==> config.mk <==
export PLATFORM = sky130hd
export DESIGN_NAME = uart_rx_deserializer_flat
export DESIGN_NICKNAME = d
export VERILOG_FILES = /design/src/rtl/uart_rx_deserializer_if.sv /design/src/rtl/uart_rx_deserializer.sv /design/src/flat_wrapper.sv
export SDC_FILE = /design/constraint.sdc
export NUM_CORES = 1
export LEC_CHECK = 0
export CORE_AREA = 2 2 76 78
export DETAILED_ROUTE_END_ITERATION = 10
export DIE_AREA = 0 0 78 80
export PLACE_DENSITY = 0.73
export SYNTH_ARGS = -nofsm -noshare
export SYNTH_HDL_FRONTEND = slang
export SYNTH_SLANG_ARGS = --single-unit
==> constraint.sdc <==
create_clock -name clk -period 2.5 [get_ports clk]
set_input_delay 0.5 -clock clk [delete_from_list [all_inputs] [get_ports clk]]
set_output_delay 0.5 -clock clk [all_outputs]
set_load 0.05 [all_outputs]
==> src/rtl/uart_rx_deserializer_if.sv <==
// Byte-stream output bundle of the UART receive front end.
// The deserializer drives it (master); the packing stage consumes it (slave).
`default_nettype none

interface uart_rx_deserializer_if;
  logic [7:0] rx_data;
  logic       rx_data_ready;
  logic       rx_endofpacket;
  logic       rx_idle;
  logic       frame_error;

  modport master (
    output rx_data,
    output rx_data_ready,
    output rx_endofpacket,
    output rx_idle,
    output frame_error
  );

  modport slave (
    input rx_data,
    input rx_data_ready,
    input rx_endofpacket,
    input rx_idle,
    input frame_error
  );
endinterface

`default_nettype wire

==> src/rtl/uart_rx_deserializer.sv <==
// uart_rx_deserializer: oversampling 8N1 receiver with idle-gap packet delimiting.
// Rev 1.0 - initial release.
`default_nettype none

module uart_rx_deserializer #(
  parameter int CLK_FREQ      = 50_000_000,
  parameter int BAUD          = 115_200,
  parameter int OVERSAMPLE    = 8,
  parameter int IDLE_GAP_BITS = 16
) (
  input  wire logic              clk,
  input  wire logic              reset,
  input  wire logic              rx,
  uart_rx_deserializer_if.master bus
);

  localparam int DIV     = CLK_FREQ / (BAUD * OVERSAMPLE);
  localparam int DIV_W   = $clog2(DIV);
  localparam int OS_W    = $clog2(OVERSAMPLE);
  localparam int GAP_MAX = IDLE_GAP_BITS * OVERSAMPLE;
  localparam int GAP_W   = $clog2(GAP_MAX + 1);

  localparam logic [2:0] S_IDLE  = 3'd0;
  localparam logic [2:0] S_START = 3'd1;
  localparam logic [2:0] S_DATA  = 3'd2;
  localparam logic [2:0] S_STOP  = 3'd3;
  localparam logic [2:0] S_BREAK = 3'd4;

  logic r_rx_meta, r_rxs;

  always_ff @(posedge clk or negedge reset) begin
    if (!reset) begin
      r_rx_meta <= 1'b1;
      r_rxs     <= 1'b1;
    end else begin
      r_rx_meta <= rx;
      r_rxs     <= r_rx_meta;
    end
  end

  logic [DIV_W-1:0] r_div_cnt;
  logic             w_tick;

  assign w_tick = (r_div_cnt == DIV_W'(DIV - 1));

  always_ff @(posedge clk or negedge reset) begin
    if (!reset) r_div_cnt <= '0;
    else        r_div_cnt <= w_tick ? '0 : r_div_cnt + 1'b1;
  end

  logic [2:0]      r_state, w_next_state;
  logic [OS_W-1:0] r_os_cnt;
  logic [2:0]      r_bit_cnt;
  logic [7:0]      r_shift;
  logic            w_os_mid, w_os_last;

  assign w_os_mid  = (r_os_cnt == OS_W'(OVERSAMPLE / 2 - 1));
  assign w_os_last = (r_os_cnt == OS_W'(OVERSAMPLE - 1));

  always_ff @(posedge clk or negedge reset) begin
    if (!reset) r_state <= S_IDLE;
    else        r_state <= w_next_state;
  end

  always_comb begin
    w_next_state = r_state;
    if (w_tick) begin
      case (r_state)
        S_IDLE:  if (!r_rxs) w_next_state = S_START;
        S_START: if (w_os_mid) w_next_state = r_rxs ? S_IDLE : S_DATA;
        S_DATA:  if (w_os_last && (r_bit_cnt == 3'd7)) w_next_state = S_STOP;
        S_STOP:  if (w_os_last) w_next_state = r_rxs ? S_IDLE : S_BREAK;
        S_BREAK: if (r_rxs) w_next_state = S_IDLE;
        default: w_next_state = S_IDLE;
      endcase
    end
  end

  // Bit-timing datapath; it only moves on baud ticks.
  always_ff @(posedge clk or negedge reset) begin
    if (!reset) begin
      r_os_cnt  <= '0;
      r_bit_cnt <= '0;
      r_shift   <= '0;
    end else if (w_tick) begin
      case (r_state)
        S_START: begin
          r_os_cnt  <= w_os_mid ? '0 : r_os_cnt + 1'b1;
          r_bit_cnt <= '0;
        end
        S_DATA: begin
          if (w_os_last) begin
            r_shift[r_bit_cnt] <= r_rxs;
            r_os_cnt           <= '0;
            r_bit_cnt          <= r_bit_cnt + 1'b1;
          end else begin
            r_os_cnt <= r_os_cnt + 1'b1;
          end
        end
        S_STOP:  r_os_cnt <= w_os_last ? '0 : r_os_cnt + 1'b1;
        default: r_os_cnt <= '0;
      endcase
    end
  end

  logic [7:0]       r_rx_data, w_rx_data_next;
  logic             r_data_ready, r_frame_error, r_eop, r_idle, r_pending;
  logic             w_data_ready, w_frame_error, w_eop, w_pending_next;
  logic [GAP_W-1:0] r_gap, w_gap_next;

  always_comb begin
    w_data_ready   = 1'b0;
    w_frame_error  = 1'b0;
    w_eop          = 1'b0;
    w_rx_data_next = r_rx_data;
    w_pending_next = r_pending;
    w_gap_next     = r_gap;

    if (w_tick && (r_state == S_STOP) && w_os_last) begin
      if (r_rxs) begin
        w_data_ready   = 1'b1;
        w_rx_data_next = r_shift;
        w_pending_next = 1'b1;
      end else begin
        w_frame_error = 1'b1;
      end
    end

    // Gap only accumulates on a quiet high line in IDLE; a low sample restarts it.
    if (r_state != S_IDLE) begin
      w_gap_next = '0;
    end else if (w_tick) begin
      if (!r_rxs) begin
        w_gap_next = '0;
      end else if (r_gap != GAP_W'(GAP_MAX)) begin
        w_gap_next = r_gap + 1'b1;
        if ((r_gap == GAP_W'(GAP_MAX - 1)) && r_pending) begin
          w_eop          = 1'b1;
          w_pending_next = 1'b0;
        end
      end
    end
  end

  always_ff @(posedge clk or negedge reset) begin
    if (!reset) begin
      r_rx_data     <= 8'h00;
      r_data_ready  <= 1'b0;
      r_frame_error <= 1'b0;
      r_eop         <= 1'b0;
      r_idle        <= 1'b0;
      r_pending     <= 1'b0;
      r_gap         <= '0;
    end else begin
      r_rx_data     <= w_rx_data_next;
      r_data_ready  <= w_data_ready;
      r_frame_error <= w_frame_error;
      r_eop         <= w_eop;
      r_idle        <= (w_gap_next == GAP_W'(GAP_MAX));
      r_pending     <= w_pending_next;
      r_gap         <= w_gap_next;
    end
  end

  assign bus.rx_data        = r_rx_data;
  assign bus.rx_data_ready  = r_data_ready;
  assign bus.rx_endofpacket = r_eop;
  assign bus.rx_idle        = r_idle;
  assign bus.frame_error    = r_frame_error;

endmodule

`default_nettype wire

==> src/flat_wrapper.sv <==
// flat-port wrapper written by rule: the top's interface ports become plain ports
module uart_rx_deserializer_flat 
#(
  parameter int CLK_FREQ      = 50_000_000,
  parameter int BAUD          = 115_200,
  parameter int OVERSAMPLE    = 8,
  parameter int IDLE_GAP_BITS = 16
)
  (clk, reset, rx, bus_rx_data, bus_rx_data_ready, bus_rx_endofpacket, bus_rx_idle, bus_frame_error);
  uart_rx_deserializer_if bus_i ();
  input  wire logic clk;
  input  wire logic reset;
  input  wire logic rx;
  output wire logic [$bits(bus_i.rx_data)-1:0] bus_rx_data;
  output wire logic [$bits(bus_i.rx_data_ready)-1:0] bus_rx_data_ready;
  output wire logic [$bits(bus_i.rx_endofpacket)-1:0] bus_rx_endofpacket;
  output wire logic [$bits(bus_i.rx_idle)-1:0] bus_rx_idle;
  output wire logic [$bits(bus_i.frame_error)-1:0] bus_frame_error;
  assign bus_rx_data = bus_i.rx_data;
  assign bus_rx_data_ready = bus_i.rx_data_ready;
  assign bus_rx_endofpacket = bus_i.rx_endofpacket;
  assign bus_rx_idle = bus_i.rx_idle;
  assign bus_frame_error = bus_i.frame_error;
  uart_rx_deserializer #(.CLK_FREQ(CLK_FREQ), .BAUD(BAUD), .OVERSAMPLE(OVERSAMPLE), .IDLE_GAP_BITS(IDLE_GAP_BITS)) u_core (.clk(clk), .reset(reset), .rx(rx), .bus(bus_i));
endmodule
==> flow_metrics.tcl <==
set metrics [dict create \
    status "finished clean" \
    path_clk_slew_ns 0.09 \
    tightest_slew_ns 0.500 \
    fill_cells 521 \
    setup-tns-final_ns 0 \
    setup_viol 0 \
    globalplace.congestion 0.791 \
    cts_max_level 2 \
    dieArea_mm2 0.00624 \
    placementRows 27 \
    max-cap-violations 0 \
    grt_setup_unrepaired "no" \
    fmax_ghz 0.444 \
    via_per_inst 5.18 \
    die_h_um 80 \
    required_ns 2.69 \
    synth_ff_type "dfrtp_1" \
    multi_input_area_mm2 0.00107 \
    routed-wl-met2_um 1840 \
    layout-drive-gt1-share_pct 17.7 \
    cts_tree "done" \
    synth_cell_types 45 \
    post_cts_buffers 0 \
    ir_drop_mv 0.169 \
    critical_path.startpoint_type "flop" \
    wl_per_cell_um 13.0 \
    dr.pass1.iters 4 \
    vias 1600 \
    p_leak_uw 0.00121 \
    top_layer "met4" \
    drtAntennaViolNets 0 \
    syn_to_final_growth_pct 13.6 \
    avgSynthCellArea_um2 10.6 \
    seqCellArea_mm2 0.00115 \
    dr.first_iter.drc_count 96 \
    grt_use_total_pct 14.5 \
    endpoint_kind "flop" \
    pwr_density_cell_mw_per_mm2 466 \
    grt_pass1_wl_um 7130 \
    synth_area_mm2 0.00231 \
    stdcell_area_mm2 0.00263 \
    clockBufferDepth 2 \
    hold_ws_ns 0.146 \
    min_period_over_period_pct 90.0 \
    wl_um 4000 \
    floorplan.initialDensity_pct 42.8 \
    grt_pass1_vias 1528 \
    nets 249 \
    drc 0 \
    ctsRootBufferMaster "clkbuf_8" \
    core-area_mm2 0.00541 \
    yosysSeqAreaShare_pct 49.8 \
    wl_met3_um 101 \
    utilization_pct 48.7 \
    cts_resized 0 \
    holdCritPathClass "primary input to async pin" \
    synth-seq-cells 46 \
    syn_inst 219 \
    clkSinkCount 46 \
    path_max_fanout 5 \
    die_w_um 78 \
    path_class "flop to flop" \
    place_area_mm2 0.00254 \
    port_buffers 14 \
    postCtsHoldBufs 0 \
    gr-total-overflow 0 \
    setup_slack_ns 0.250 \
    period_needed_ns 2.25 \
    max-slew-margin-rel_pct 66.5 \
    io_pins 15 \
    layout_commonest_cell "dfrtp_1" \
    diodes 0 \
    grt_max_degree 23 \
    yosys_warnings 0 \
    synthArstFlopShare_pct 100 \
    synth_nets 232 \
    finalHoldViolations 0 \
    antenna_found_initial 0 \
    mostFrequentLayoutCells "dfrtp_1 (44), nor2_1 (21), mux2_2 (19)" \
    slew_viol_final 0 \
    dpl_worst_slack_ns 0.253 \
    wl_met1_um 1970 \
    synth_edf_count 0 \
    dp_hpwl_um 2910 \
    clkLatencyLatePin_ns 0.30 \
    fin_worst_skew_ns 0.00637 \
    arrival_ns 2.45 \
    cts_buffers 5 \
]
cell usage after synthesis, drive strengths merged, types with 2 or more instances:
cell    count  area share, %
a21o        2           0.65
a21oi       9            1.9
a31oi       2           0.54
and3        3           0.81
buf         4           0.81
clkbuf      5           0.81
dfrtp      44             48
dfstp       2            2.3
ha         10            5.4
inv        14            2.3
mux2       19            9.2
nand2      15            2.4
nand3       7            1.9
nand3b      3           0.97
nand4       5            1.4
nor2       21            3.4
nor2b       4            1.1
nor3        7            1.7
nor3b       4            1.7
nor4        2           0.81
nor4bb      2           0.86
o21ai       9            1.9
or3         3           0.81
xnor2       5            1.9
xor2        4            1.5
cell families (layout without fill, tap and decap cells):
group,Yosys count,after routing,synth area share [%]
compound gates,32,32,8.59
xor+xnor,9,9,3.41
fa+ha+maj,10,10,5.41
buf+inv,23,41,3.89
flops,46,46,49.8
mux,20,20,9.68
simple gates,79,79,19.2
stage by stage:
step | std cells | power, uW
3_5_place_dp | 301 | 789
5_1_grt | 309 | 1280
6_report | 309 | 1230
2_1_floorplan | 219 | 767
4_1_cts | 309 | 1240
3_3_place_gp | 301 | 789
layout make-up:
cell class                      instances  area share [%]
Multi-Input combinational cell        150            40.7
Timing Repair Buffer                   19            6.57
Sequential cell                        46            43.9
Inverter                               14            2.00
Clock inverter                          3           0.809
Tap cell                               72            3.43
Clock buffer                            5            2.62
where the power goes:
group	leakage [uW]	switching [uW]	internal, uW	total (uW)
Sequential	0.000622	3.81	746	750
Combinational	0.000543	17.2	5.42	22.6
Clock	0.0000441	257	197	453
flip-flops by register name, indices dropped and copies added, names as in the netlist:
register and count:
u_core.r_rxs 1, u_core.bus.rx_endofpacket 1, u_core.r_pending 1, u_core.r_bit_cnt 3
u_core.r_state 3, u_core.r_gap 8, u_core.bus.rx_data 8, u_core.bus.frame_error 1
u_core.r_div_cnt 6, u_core.r_rx_meta 1, u_core.r_os_cnt 3, u_core.bus.rx_data_ready 1
u_core.r_shift 8, u_core.bus.rx_idle 1
critical path: stages (launching register included):
cell and delay (ns):
dfrtp_1 0.42, inv_1 0.07, ha_1 0.17, and3b_1 0.21, nand3_2 0.15, or4_4 0.59, nor3b_2 0.20, mux2_2 0.34
per-layer routing:
metal	track usage, %	up-vias
met5	0	-
met4	6.84	0
met3	3.17	8
met2	23.1	20
met1	19.0	772
li1	-	800
final timing paths:
| check | startpoint | to | slack [ns] | depth (start not counted) |
|---|---|---|---|---|
| max in group asynchronous | reset | u_core.bus.rx_data[6]$_DFFE_PN0P_ | 1.79 | 2 |
| worst max-delay path | u_core.r_div_cnt[1]$_DFF_PN0_ | u_core.r_shift[5]$_DFFE_PN0P_ | 0.25 | 7 |
| worst min-delay path | reset | u_core.r_div_cnt[3]$_DFF_PN0_ | 0.15 | 1 |
| worst max register to register | u_core.r_div_cnt[1]$_DFF_PN0_ | u_core.r_shift[5]$_DFFE_PN0P_ | 0.25 | 7 |
| min in group clk | u_core.r_rx_meta$_DFF_PN1_ | u_core.r_rxs$_DFF_PN1_ | 0.36 | 0 |
| worst min register to register | u_core.r_rx_meta$_DFF_PN1_ | u_core.r_rxs$_DFF_PN1_ | 0.36 | 0 |
(Power assumes the default switching activity.)
